==> config.mk <==
export PLATFORM = sky130hd
export DESIGN_NAME = avalon_arbiter
export DESIGN_NICKNAME = d
export VERILOG_FILES = /design/src/rtl/avalon_pkg.sv /design/src/rtl/byte_lane_steer.sv /design/src/rtl/avalon_arbiter.sv
export SDC_FILE = /design/constraint.sdc
export NUM_CORES = 1
export LEC_CHECK = 0
export CELL_PAD_IN_SITES_DETAIL_PLACEMENT = 1
export CELL_PAD_IN_SITES_GLOBAL_PLACEMENT = 1
export CORE_MARGIN = 3
export CORE_UTILIZATION = 28
export CTS_CLUSTER_DIAMETER = 80
export DETAILED_ROUTE_END_ITERATION = 6
export PLACE_DENSITY = 0.8
export SETUP_SLACK_MARGIN = 0.3
export SLEW_MARGIN = 30
export SYNTH_ARGS = -nofsm -noshare
export SYNTH_HDL_FRONTEND = slang
export SYNTH_SLANG_ARGS = --single-unit
==> constraint.sdc <==
create_clock -name clk -period 1.9 [get_ports clk]
set_clock_uncertainty 0.1 [all_clocks]
set_input_delay 0.475 -clock clk [delete_from_list [all_inputs] [get_ports clk]]
set_output_delay 0.475 -clock clk [all_outputs]
set_load 0.1 [all_outputs]
==> src/rtl/avalon_pkg.sv <==
`default_nettype none
// ============================================================================
//  Module      : avalon_pkg
//  Description : Shared types and constants for the Avalon-MM arbiter.
//  Revision    : 1.0 - initial release
// ============================================================================
package avalon_pkg;

   // Arbiter FSM encodings (kept as plain constants for legacy tooling)
   localparam logic [1:0] ST_IDLE  = 2'd0;
   localparam logic [1:0] ST_BUS_I = 2'd1;
   localparam logic [1:0] ST_BUS_D = 2'd2;
   localparam logic [1:0] ST_ACK   = 2'd3;

   typedef enum logic [1:0] {
      IDLE  = ST_IDLE,
      BUS_I = ST_BUS_I,
      BUS_D = ST_BUS_D,
      ACK   = ST_ACK
   } arb_state_t;

   // Access size codes; 2'b11 is handled as a byte access
   localparam logic [1:0] SIZE_WORD = 2'b00;
   localparam logic [1:0] SIZE_HALF = 2'b01;
   localparam logic [1:0] SIZE_BYTE = 2'b10;

   localparam logic [3:0] BE_ALL = 4'b1111;

   // Identity of the requester that won the most recent grant
   localparam logic GRANT_INSTR = 1'b0;
   localparam logic GRANT_DATA  = 1'b1;

   // Clear the byte-offset bits so the bus only ever sees word addresses
   function automatic logic [31:0] word_align(input logic [31:0] addr);
      return addr & 32'hFFFF_FFFC;
   endfunction

endpackage : avalon_pkg
`default_nettype wire

==> src/rtl/byte_lane_steer.sv <==
`default_nettype none
// ============================================================================
//  Module      : byte_lane_steer
//  Description : Combinational byte-lane logic for sub-word loads/stores:
//                byteenable, store data shift, load data shift, misalign.
//  Revision    : 1.0 - initial release
// ============================================================================
module byte_lane_steer
   import avalon_pkg::*;
(
   input  logic [1:0]  i_size,
   input  logic [1:0]  i_offset,
   input  logic [31:0] i_wdata,
   input  logic [1:0]  i_rd_offset,
   input  logic [31:0] i_rdata,
   output logic [3:0]  o_be,
   output logic [31:0] o_wdata,
   output logic [31:0] o_rdata,
   output logic        o_misalign
);

   // Lane enables and alignment check derived from size and byte offset
   always_comb begin
      o_be       = BE_ALL;
      o_misalign = 1'b0;
      case (i_size)
         SIZE_WORD: begin
            o_be       = BE_ALL;
            o_misalign = (i_offset != 2'b00);
         end
         SIZE_HALF: begin
            o_be       = i_offset[1] ? 4'b1100 : 4'b0011;
            o_misalign = i_offset[0];
         end
         default: begin
            // SIZE_BYTE and the reserved code both select a single lane
            o_be       = 4'b0001 << i_offset;
            o_misalign = 1'b0;
         end
      endcase
   end

   // Store payload moves up to its lane; load data comes down unmasked
   assign o_wdata = i_wdata << {i_offset, 3'b000};
   assign o_rdata = i_rdata >> {i_rd_offset, 3'b000};

endmodule : byte_lane_steer
`default_nettype wire

==> src/rtl/avalon_arbiter.sv <==
`default_nettype none
// ============================================================================
//  Module      : avalon_arbiter
//  Description : Shares one Avalon-MM master between instruction fetch and
//                data load/store, with lane steering and optional timeout.
//  Revision    : 1.0 - initial release
// ============================================================================
module avalon_arbiter
   import avalon_pkg::*;
#(
   parameter int DATA_FIRST = 1,
   parameter int WAIT_LIMIT = 0
) (
   input  logic        clk,
   input  logic        reset,
   input  logic        instr_req,
   input  logic [31:0] instr_address,
   output logic        instr_ack,
   output logic [31:0] instr_rdata,
   output logic        instr_err,
   input  logic        data_req,
   input  logic        data_we,
   input  logic [1:0]  data_size,
   input  logic [31:0] data_address,
   input  logic [31:0] data_wdata,
   output logic        data_ack,
   output logic [31:0] data_rdata,
   output logic        data_err,
   output logic [31:0] av_address,
   output logic        av_read,
   output logic        av_write,
   output logic [31:0] av_writedata,
   output logic [3:0]  av_byteenable,
   input  logic        av_waitrequest,
   input  logic [31:0] av_readdata
);

   localparam int             CW      = (WAIT_LIMIT > 0) ? $clog2(WAIT_LIMIT + 1) : 1;
   localparam logic [CW-1:0]  C_LIMIT = CW'(WAIT_LIMIT);

   arb_state_t    r_state;
   logic          r_last_grant;
   logic [CW-1:0] r_cnt;
   logic [1:0]    r_rd_off;
   logic          r_we;

   logic          r_instr_ack;
   logic [31:0]   r_instr_rdata;
   logic          r_instr_err;
   logic          r_data_ack;
   logic [31:0]   r_data_rdata;
   logic          r_data_err;
   logic [31:0]   r_av_address;
   logic          r_av_read;
   logic          r_av_write;
   logic [31:0]   r_av_writedata;
   logic [3:0]    r_av_byteenable;

   logic          w_grant_i;
   logic          w_grant_d;
   logic [3:0]    w_be;
   logic [31:0]   w_wdata_sh;
   logic [31:0]   w_rdata_sh;
   logic          w_misalign;
   logic [CW-1:0] w_cnt_next;
   logic          w_timeout;

   // Lane steering works on the live request in IDLE and on the latched
   // offset when the load data comes back.
   byte_lane_steer u_steer (
      .i_size      (data_size),
      .i_offset    (data_address[1:0]),
      .i_wdata     (data_wdata),
      .i_rd_offset (r_rd_off),
      .i_rdata     (av_readdata),
      .o_be        (w_be),
      .o_wdata     (w_wdata_sh),
      .o_rdata     (w_rdata_sh),
      .o_misalign  (w_misalign)
   );

   // Choose a winner: fixed data priority, or whoever did not win last time
   always_comb begin
      w_grant_i = 1'b0;
      w_grant_d = 1'b0;
      if (data_req && instr_req) begin
         if ((DATA_FIRST != 0) || (r_last_grant == GRANT_INSTR)) begin
            w_grant_d = 1'b1;
         end else begin
            w_grant_i = 1'b1;
         end
      end else if (data_req) begin
         w_grant_d = 1'b1;
      end else if (instr_req) begin
         w_grant_i = 1'b1;
      end
   end

   // Stall counter reaching the limit aborts the transfer (limit 0 = never)
   assign w_cnt_next = r_cnt + CW'(1);
   assign w_timeout  = (WAIT_LIMIT != 0) && (w_cnt_next == C_LIMIT);

   // Arbiter FSM, request latches and all registered outputs
   always_ff @(posedge clk) begin
      if (reset) begin
         r_state         <= IDLE;
         r_last_grant    <= GRANT_INSTR;
         r_cnt           <= '0;
         r_rd_off        <= 2'b00;
         r_we            <= 1'b0;
         r_instr_ack     <= 1'b0;
         r_instr_rdata   <= 32'h0;
         r_instr_err     <= 1'b0;
         r_data_ack      <= 1'b0;
         r_data_rdata    <= 32'h0;
         r_data_err      <= 1'b0;
         r_av_address    <= 32'h0;
         r_av_read       <= 1'b0;
         r_av_write      <= 1'b0;
         r_av_writedata  <= 32'h0;
         r_av_byteenable <= 4'b0000;
      end else begin
         // Acks and errors are single-cycle pulses
         r_instr_ack <= 1'b0;
         r_instr_err <= 1'b0;
         r_data_ack  <= 1'b0;
         r_data_err  <= 1'b0;
         case (r_state)
            IDLE: begin
               if (w_grant_d) begin
                  r_last_grant <= GRANT_DATA;
                  r_cnt        <= '0;
                  r_rd_off     <= data_address[1:0];
                  r_we         <= data_we;
                  if (w_misalign) begin
                     // Rejected without touching the bus
                     r_state    <= ACK;
                     r_data_ack <= 1'b1;
                     r_data_err <= 1'b1;
                  end else begin
                     r_state         <= BUS_D;
                     r_av_address    <= word_align(data_address);
                     r_av_read       <= ~data_we;
                     r_av_write      <= data_we;
                     r_av_writedata  <= w_wdata_sh;
                     r_av_byteenable <= w_be;
                  end
               end else if (w_grant_i) begin
                  r_last_grant    <= GRANT_INSTR;
                  r_cnt           <= '0;
                  r_we            <= 1'b0;
                  r_state         <= BUS_I;
                  r_av_address    <= word_align(instr_address);
                  r_av_read       <= 1'b1;
                  r_av_write      <= 1'b0;
                  r_av_writedata  <= 32'h0;
                  r_av_byteenable <= BE_ALL;
               end
            end
            BUS_I, BUS_D: begin
               // Bus fields are left untouched while the slave stalls
               if (!av_waitrequest) begin
                  r_state         <= ACK;
                  r_av_read       <= 1'b0;
                  r_av_write      <= 1'b0;
                  r_av_byteenable <= 4'b0000;
                  if (r_state == BUS_D) begin
                     r_data_ack <= 1'b1;
                     if (!r_we) begin
                        r_data_rdata <= w_rdata_sh;
                     end
                  end else begin
                     r_instr_ack   <= 1'b1;
                     r_instr_rdata <= av_readdata;
                  end
               end else if (w_timeout) begin
                  r_state         <= ACK;
                  r_av_read       <= 1'b0;
                  r_av_write      <= 1'b0;
                  r_av_byteenable <= 4'b0000;
                  if (r_state == BUS_D) begin
                     r_data_ack <= 1'b1;
                     r_data_err <= 1'b1;
                  end else begin
                     r_instr_ack <= 1'b1;
                     r_instr_err <= 1'b1;
                  end
               end else begin
                  r_cnt <= w_cnt_next;
               end
            end
            ACK: begin
               r_state <= IDLE;
            end
            default: begin
               r_state <= IDLE;
            end
         endcase
      end
   end

   assign instr_ack     = r_instr_ack;
   assign instr_rdata   = r_instr_rdata;
   assign instr_err     = r_instr_err;
   assign data_ack      = r_data_ack;
   assign data_rdata    = r_data_rdata;
   assign data_err      = r_data_err;
   assign av_address    = r_av_address;
   assign av_read       = r_av_read;
   assign av_write      = r_av_write;
   assign av_writedata  = r_av_writedata;
   assign av_byteenable = r_av_byteenable;

endmodule : avalon_arbiter
`default_nettype wire

==> impl_metrics.toml, run 1 <==
[synthesis]
yosysSeqAreaShare = 0.424
synthDistinctLibCells = 45
ys_warn_count = 0
ys.flop_type = "dfxtp_1"
syn_area_per_cell_sq_um = 8.95
synth-async-reset-ratio = 0
synth_top_cell_area_share = 0.424
netlist.top_cell.by_area = "dfxtp_1"
syn_area_sq_um = 6610
synthTopCellsByCount = "140 x dfxtp_1, 119 x nand2_1, 89 x a21oi_1, 71 x mux2i_1, 32 x nor2_1"
synthTopCellsByArea = "dfxtp_1 42%, mux2i_1 11%, nand2_1 6.8%"
synth_most_common_cell = "dfxtp_1"
ys_ff_latch = 140
synthCells = 738
synth_edf_count = 0

[pwr]
power_frac_seq = 0.230
p_clk_frac = 0.175
p_per_area_nw_per_um2 = 1450
p_sw_frac = 0.476
p_leak_nw = 4.96
power.switching_w = 0.00903
peakVddDrop_mv = 0.702
internal_power_w = 0.00994
combPwrFrac = 0.595

[timing]
drv_slew = 0
tightest_slew_ps = 504
timing.fmax_ghz = 0.574
setup_violations = 0
rsz0062_at_grt = "yes"
period_needed_ps = 1740
slew_headroom = 0.663
finalCritPeriodShare = 0.917
timing_hold_violations_final = 0

[clock_network]
cts.clk_slew.worst_paths_ps = 70
h-tree-depth = 4
cts_buffers = 17
worstSkewPairLatency_ps = 430
cts_max_path_buffers = 2
cts_hold_buffers = 0
cts.sinks = 140
cts-root-buf = "clkbuf_16"
cts_tree = "done"

[global_routing]
grt_start_max_net_pins = 69
grt_antenna_before_repair = 1
track_usage = 0.228
grt_pass1_vias = 7958
grt_pass1_wl_microns = 45700
grt-ovfl-total = 0

[run]
cap_violations = 0

[setup_path]
startpoint_type = "register"
r2r_slack_ps = 160
r2r_end = "data_rdata[9]$_SDFFE_PP0P_"
path_cells = "inv_4, ha_4, or3b_4, buf_6, clkbuf_16, nor2_2, nor3_1"
crit_slowest_cell = "or3b_4"
worstPathArrival_ps = 1950
worstPathMaxFanout = 8
r2r_start = "r_state[0]$_SDFFE_PP0P_"
cp-end-kind = "register"
worst-endpoint-required_ps = 2110
r2r_cells = 7
crit_type = "reg -> reg"
max_stage_delay_ps = 440

[finish]
fillers = 2335
diodes = 0
finish.utilization = 0.569
drive_gt1_frac = 0.480
nets = 1198
area_delta_synth_final_pct = 97.5
design_area_sq_um = 13000

[hold_path]
hold_path_class = "reg -> reg"
min_path_cells = 2
worstHoldStart = "instr_rdata[23]$_SDFFE_PP0P_"
holdPathEnd = "instr_rdata[23]$_SDFFE_PP0P_"

[placement]
hpwl_microns = 19200
place.gp.congestion = 0.802
io_buffers = 268
placed_cell_area_sq_um = 11300

[floorplan]
die_area_sq_um = 25500
row_count = 55
io_pins = 274
coreArea_sq_um = 22900
dieWidth_microns = 160
start_util = 0.288
dieHeight_microns = 160

[route]
drt_wl_total_microns = 31100
drc = 0
via_per_inst = 5.15
wl_per_cell_microns = 22.5
num_vias = 7134
drtAntennaViolNets = 0
first_pass_iters = 4
drt_first_iter_violations = 366

[status]
status = "finished, final reports clean"
## routing by layer
layer / routed length (microns) / share of wire / GRT usage / vias to the layer above
met3: 2380 / 0.076 / 0.0791 / 53
met4: 710 / 0.023 / 0.0657 / 2
li1: - / - / - / 3230
met2: 16400 / 0.53 / 0.422 / 320
met1: 11700 / 0.37 / 0.246 / 3529
met5: 16 / 0.00051 / 0 / -
## registers in the layout (all words and copies together) (netlist names)
register	flops
av_write	1
instr_rdata	32
data_err	1
av_address	30
r_state	2
av_read	1
data_ack	1
r_rd_off	2
av_writedata	32
data_rdata	32
av_byteenable	4
instr_ack	1
r_we	1
## placed cells by master, fill, tap and decap left out, types with 13 or more instances in the layout
cell type        Yosys  routed
a211oi_2            31      28
a21oi_1             89      74
a21oi_2              1      14
a22o_1              16      16
buf_12               0     155
buf_4                8      53
buf_6                8      15
clkbuf_16            0      20
clkdlybuf4s50_1      0     126
dfxtp_2              0     124
mux2_2              16      16
mux2i_1             71      70
nand2_1            119     117
nand2b_1            24      24
nand3_1             13      13
nor2_1              32      25
o21ai_0             27      24
## layout make-up
cell class              count  area [sq um]  share of cell area
well taps                 313           392              0.0300
flip-flops and latches    140          2980               0.228
repair buffers            369          5330               0.409
clock buffers              19           453              0.0347
multi-input cells         526          3750               0.287
clock inverters            13           124             0.00949
inverters                   4          20.0             0.00153
## metrics by stage
step	std cells	setup TNS, ps	power, W	hold slack (ps)	setup WS, ps
after floorplan	740	0	0.0103	354	183
after global placement	1304	-21300	0.0138	375	-333
after detailed placement	1304	-27760	0.0140	382	-427
after CTS	1375	0	0.0184	351	187
after global routing	1384	0	0.0196	387	111
final	1384	0	0.0190	373	158
## worst max-delay path: cells and delay by family, from the launching register on
| kind | cells | cell delay (ps) |
|---|---|---|
| fa+ha+maj | 1 | 150 |
| flops | 1 | 340 |
| simple gates | 3 | 610 |
| buf+inv | 3 | 420 |
## worst max-delay path by stage
| stage | startpoint | end | slack, ps | cells past startpoint |
|---|---|---|---|---|
| 2_1_floorplan | r_state[1]$_SDFFE_PP0P_ | instr_rdata[10]$_SDFFE_PP0P_ | 180 | 9 |
| 3_3_place_gp | data_size[1] | av_writedata[31]$_SDFFE_PP0P_ | -330 | 5 |
| 3_5_place_dp | data_size[0] | av_writedata[25]$_SDFFE_PP0P_ | -430 | 5 |
| 4_1_cts | r_state[0]$_SDFFE_PP0P_ | data_rdata[18]$_SDFFE_PP0P_ | 190 | 7 |
| 5_1_grt | r_state[0]$_SDFFE_PP0P_ | data_rdata[22]$_SDFFE_PP0P_ | 110 | 7 |
| 6_report | r_state[0]$_SDFFE_PP0P_ | data_rdata[9]$_SDFFE_PP0P_ | 160 | 7 |
## power by group through the flow
stage,Sequential (W),Combinational [W],Clock [W]
after floorplan,0.00785,0.00240,0
after global placement,0.00422,0.00958,0
after detailed placement,0.00425,0.00974,0
after CTS,0.00429,0.0108,0.00336
after global routing,0.00443,0.0117,0.00350
final,0.00436,0.0113,0.00333
## logic make-up after synthesis
logic type | share of synthesized area
fa+ha+maj | 0.00758
compound gates | 0.203
mux | 0.135
simple gates | 0.169
flops | 0.424
buf+inv | 0.0606
other cells | 0.000568
## repair_timing
action,4_1_cts,5_1_grt
gates cloned,9,4
endpoints found under the hold margin,0,0
buffers inserted,30,5
endpoints found under the setup margin,212,183
resized for setup,141,103
pin swaps,25,32
Note: power is estimated with default switching activity, not from simulation.
==> inputs of run 2 (changes only) <==
--- a/config.mk
+++ b/config.mk
@@ -11,7 +11,7 @@
 export CORE_UTILIZATION = 28
 export CTS_CLUSTER_DIAMETER = 80
 export DETAILED_ROUTE_END_ITERATION = 6
-export PLACE_DENSITY = 0.8
+export PLACE_DENSITY_LB_ADDON = 0.1
 export SETUP_SLACK_MARGIN = 0.3
 export SLEW_MARGIN = 30
 export SYNTH_ARGS = -nofsm -noshare
==> impl_metrics.toml, run 2 (synthesis gave the netlist of run 1 again) <==
[global_routing]
track_usage = 0.196
grt_start_max_net_pins = 60
grt_pass1_vias = 6736
grt_antenna_before_repair = 3
grt_pass1_wl_microns = 39600
grt-ovfl-total = 0

[timing]
timing.fmax_ghz = 0.599
setup-tns-final_ps = 0
drv_slew = 0
slew_headroom = 0.655
rsz0062_at_grt = "yes"
finalCritPeriodShare = 0.879
tightest_slew_ps = 515
timing_hold_violations_final = 0
setup_violations = 0
period_needed_ps = 1670
fin_hold_ws_ps = 372

[finish]
area_delta_synth_final_pct = 92.4
multiInputGateArea_sq_um = 3710
final_common_cell = "buf_12"
final_cell_mix = "152 x buf_12, 125 x clkdlybuf4s50_1, 118 x dfxtp_2"
nets = 1178
finish.utilization = 0.555
regArea_sq_um = 2960
fillers = 2422
design_area_sq_um = 12700
drive_gt1_frac = 0.450

[route]
first_pass_iters = 4
drt_first_iter_violations = 220
num_vias = 6575
via_per_inst = 4.82
drtAntennaViolNets = 0
wl_per_cell_microns = 19.0
drt_wl_total_microns = 25900
drc = 0

[pwr]
peakVddDrop_mv = 0.682
p_per_area_nw_per_um2 = 1450
p_leak_nw = 4.81

[clock_network]
cts_tree = "done"
h-tree-depth = 4
worstSkewPairLatency_ps = 420
cts_max_path_buffers = 2
cts-root-buf = "clkbuf_16"
cts_buffers = 17
cts.sinks = 140
cts.clk_slew.worst_paths_ps = 60

[hold_path]
min_path_cells = 2
hold_path_class = "reg -> reg"

[setup_path]
path_cells = "inv_4, ha_4, inv_2, or3_4, buf_12, nand2_1, a21oi_1"
worstPathArrival_ps = 1860
cp-end-kind = "register"
worst-endpoint-required_ps = 2090
path_depth = 7
startpoint_type = "register"
path_buf_inv = 3
critical-path-top-delay-family = "simple AND/OR/NAND/NOR gates"
worstPathMaxFanout = 17
crit_slowest_cell = "or3_4"
r2r_cells = 7
crit_type = "reg -> reg"
max_stage_delay_ps = 390

[floorplan]
coreArea_sq_um = 22900
row_count = 55
io_pins = 274
die_area_sq_um = 25500
dieWidth_microns = 160
start_util = 0.288
dieHeight_microns = 160

[placement]
hpwl_microns = 18000
place.gp.congestion = 0.763
io_buffers = 268
placed_cell_area_sq_um = 11200

[status]
status = "finished, final reports clean"

[run]
cap_violations = 0
## run 2: per-layer routing
metal  global-route usage  vias up  part of all wire
met4               0.0370        4            0.0088
met3               0.0609       24             0.066
met1                0.246     3144              0.42
met2                0.334      209              0.50
li1                     -     3194                 -
met5                    0        -           0.00081
## run 2: cell type report
class	instances	share of cell area
timing repair buffer	349	0.397
multi-input combinational	526	0.292
sequential	140	0.233
clock buffer	20	0.0351
tap	313	0.0308
clock inverter	12	0.0108
inverter	4	0.00158
antenna	1	0.000197
## run 2: worst paths after layout
path	startpoint	end	slack (ps)
max reg2reg	r_state[1]$_SDFFE_PP0P_	instr_rdata[2]$_SDFFE_PP0P_	230
max	r_state[1]$_SDFFE_PP0P_	instr_rdata[2]$_SDFFE_PP0P_	230
min	data_rdata[5]$_SDFFE_PP0P_	data_rdata[5]$_SDFFE_PP0P_	370
min reg2reg	data_rdata[5]$_SDFFE_PP0P_	data_rdata[5]$_SDFFE_PP0P_	370
## run 2: worst register-to-register path, stage by stage, from the launching register on
cell and delay [ps]:
dfxtp_4 380, inv_4 40, ha_4 270, inv_2 50, or3_4 390, buf_12 180
nand2_1 80, a21oi_1 60
## run 2: where the power goes
part / internal, W / switching [W]
sequential: 0.00365 / 0.000644
combinational: 0.00419 / 0.00652
clock: 0.00199 / 0.00140
## run 2: through the flow
step / power, W / cells / setup WS, ps
after global placement: 0.0139 / 1303 / -351
after detailed placement: 0.0140 / 1303 / -379
after floorplan: 0.0103 / 740 / 183
after global routing: 0.0191 / 1365 / 147
after CTS: 0.0181 / 1357 / 226
final: 0.0184 / 1365 / 229
## run 2: what timing repair did
action                                  in CTS  in global routing
gates cloned                                 5                  4
resized for setup                           57                147
endpoints found under the hold margin        0                  0
setup buffers                               17                  3
endpoints found under the setup margin     161                195
hold buffers                                 0                  0
pin swaps                                    6                 19
==> inputs of run 3 (changes only) <==
--- a/config.mk
+++ b/config.mk
@@ -13,6 +13,7 @@
 export DETAILED_ROUTE_END_ITERATION = 6
 export PLACE_DENSITY_LB_ADDON = 0.1
 export SETUP_SLACK_MARGIN = 0.3
+export SKIP_CTS_REPAIR_TIMING = 1
 export SLEW_MARGIN = 30
 export SYNTH_ARGS = -nofsm -noshare
 export SYNTH_HDL_FRONTEND = slang
==> impl_metrics.toml, run 3 (synthesis gave the netlist of run 1 again) <==
[hold_path]
hold_path_class = "reg -> reg"
min_path_cells = 2

[timing]
slew_headroom = 0.650
setup_violations = 0
drv_slew = 0
rsz0062_at_grt = "yes"
period_needed_ps = 1740
setup_slack_ps = 163
finalCritPeriodShare = 0.914
tightest_slew_ps = 523
timing.fmax_ghz = 0.576
timing_hold_violations_final = 0

[pwr]
internal_power_w = 0.00971
power_frac_seq = 0.235
power.total_w = 0.0183
p_sw_frac = 0.470
p_leak_nw = 4.81
combPwrFrac = 0.580
p_clk_frac = 0.185
peakVddDrop_mv = 0.695
power.switching_w = 0.00863
p_per_area_nw_per_um2 = 1440

[placement]
dp_slack_ps = -379
place.gp.congestion = 0.763
hpwl_microns = 18000
io_buffers = 268

[global_routing]
track_usage = 0.187
grt_start_max_net_pins = 60
grt_antenna_before_repair = 2
grt_pass1_wl_microns = 37900
grt-ovfl-total = 0
grt_pass1_vias = 6535

[route]
first_pass_iters = 4
drtAntennaViolNets = 0
drt_first_iter_violations = 204
num_vias = 6533
drc = 0
drt_wl_total_microns = 26200
via_per_inst = 4.81
wl_per_cell_microns = 19.3

[floorplan]
coreArea_sq_um = 22900
io_pins = 274
row_count = 55
start_util = 0.288
die_area_sq_um = 25500
dieHeight_microns = 160
dieWidth_microns = 160

[clock_network]
cts.clk_slew.worst_paths_ps = 70
cts.sinks = 140
cts-root-buf = "clkbuf_16"
worstSkewPairLatency_ps = 420
cts_tree = "done"
h-tree-depth = 4
cts_buffers = 17
cts_max_path_buffers = 2

[setup_path]
crit_type = "reg -> reg"
cp-end-kind = "register"
max_stage_delay_ps = 450
path_cells = "inv_4, ha_4, or3b_4, buf_12, buf_12, nand2_2, a21oi_1"
r2r_cells = 7
critical-path-top-delay-family = "simple AND/OR/NAND/NOR gates"
startpoint_type = "register"
cp_common_cell = "buf_12"
path_buf_inv = 3
path_depth = 7
worstPathArrival_ps = 1930
worstPathMaxFanout = 8
worst-endpoint-required_ps = 2090
crit_slowest_cell = "or3b_4"

[finish]
final_common_cell = "buf_12"
nets = 1171
drive_gt1_frac = 0.466
area_delta_synth_final_pct = 92.5
final_cell_mix = "150 x buf_12, 126 x clkdlybuf4s50_1, 114 x dfxtp_2"

[run]
cap_violations = 0

[status]
status = "finished, final reports clean"
## run 3: metrics by stage
step	instance area (sq um)	hold WS [ps]	utilization	setup TNS [ps]	std cells
global placement	11200	376	0.490	-20340	1303
global route	12700	381	0.555	0	1358
floorplan	6700	354	-	0	740
finish	12700	371	0.555	0	1358
detailed placement	11200	384	0.490	-23270	1303
CTS	11800	394	0.515	0	1335
## run 3: final timing paths
| path | end | startpoint | slack (ps) |
|---|---|---|---|
| hold reg to reg | data_rdata[0]$_SDFFE_PP0P_ | data_rdata[0]$_SDFFE_PP0P_ | 370 |
| setup reg to reg | data_rdata[24]$_SDFFE_PP0P_ | r_state[0]$_SDFFE_PP0P_ | 160 |
| setup / recovery | data_rdata[24]$_SDFFE_PP0P_ | r_state[0]$_SDFFE_PP0P_ | 160 |
| hold / removal | data_rdata[0]$_SDFFE_PP0P_ | data_rdata[0]$_SDFFE_PP0P_ | 370 |
## run 3: final cells by class
| class | instances | area (sq um) |
|---|---|---|
| inverter | 4 | 20.0 |
| multi-input combinational | 526 | 3820 |
| clock buffer | 20 | 447 |
| timing repair buffer | 342 | 4930 |
| fill | 2419 | 10200 |
| antenna | 1 | 2.50 |
| sequential | 140 | 2970 |
| tap | 313 | 392 |
| clock inverter | 12 | 138 |
## run 3: power by group through the flow
| stage | clock network (W) | registers [W] | logic [W] |
|---|---|---|---|
| after floorplan | 0 | 0.00785 | 0.00240 |
| after global placement | 0 | 0.00421 | 0.00966 |
| after detailed placement | 0 | 0.00422 | 0.00975 |
| after CTS | 0.00346 | 0.00417 | 0.00976 |
| after global routing | 0.00361 | 0.00438 | 0.0111 |
| final | 0.00339 | 0.00431 | 0.0106 |
## run 3: per-layer routing
layer	share of wire	wire length, microns	track usage	up-vias
met5	0.00027	7	0	-
met4	0.0086	226	0.0370	2
met3	0.059	1540	0.0593	18
met2	0.51	13200	0.308	177
met1	0.43	11200	0.241	3158
li1	-	-	-	3178
## run 3: worst min-delay path, cell delays in order (launching register included)
cell and delay, ps:
dfxtp_2 340, nand2_2 50, a21oi_1 50
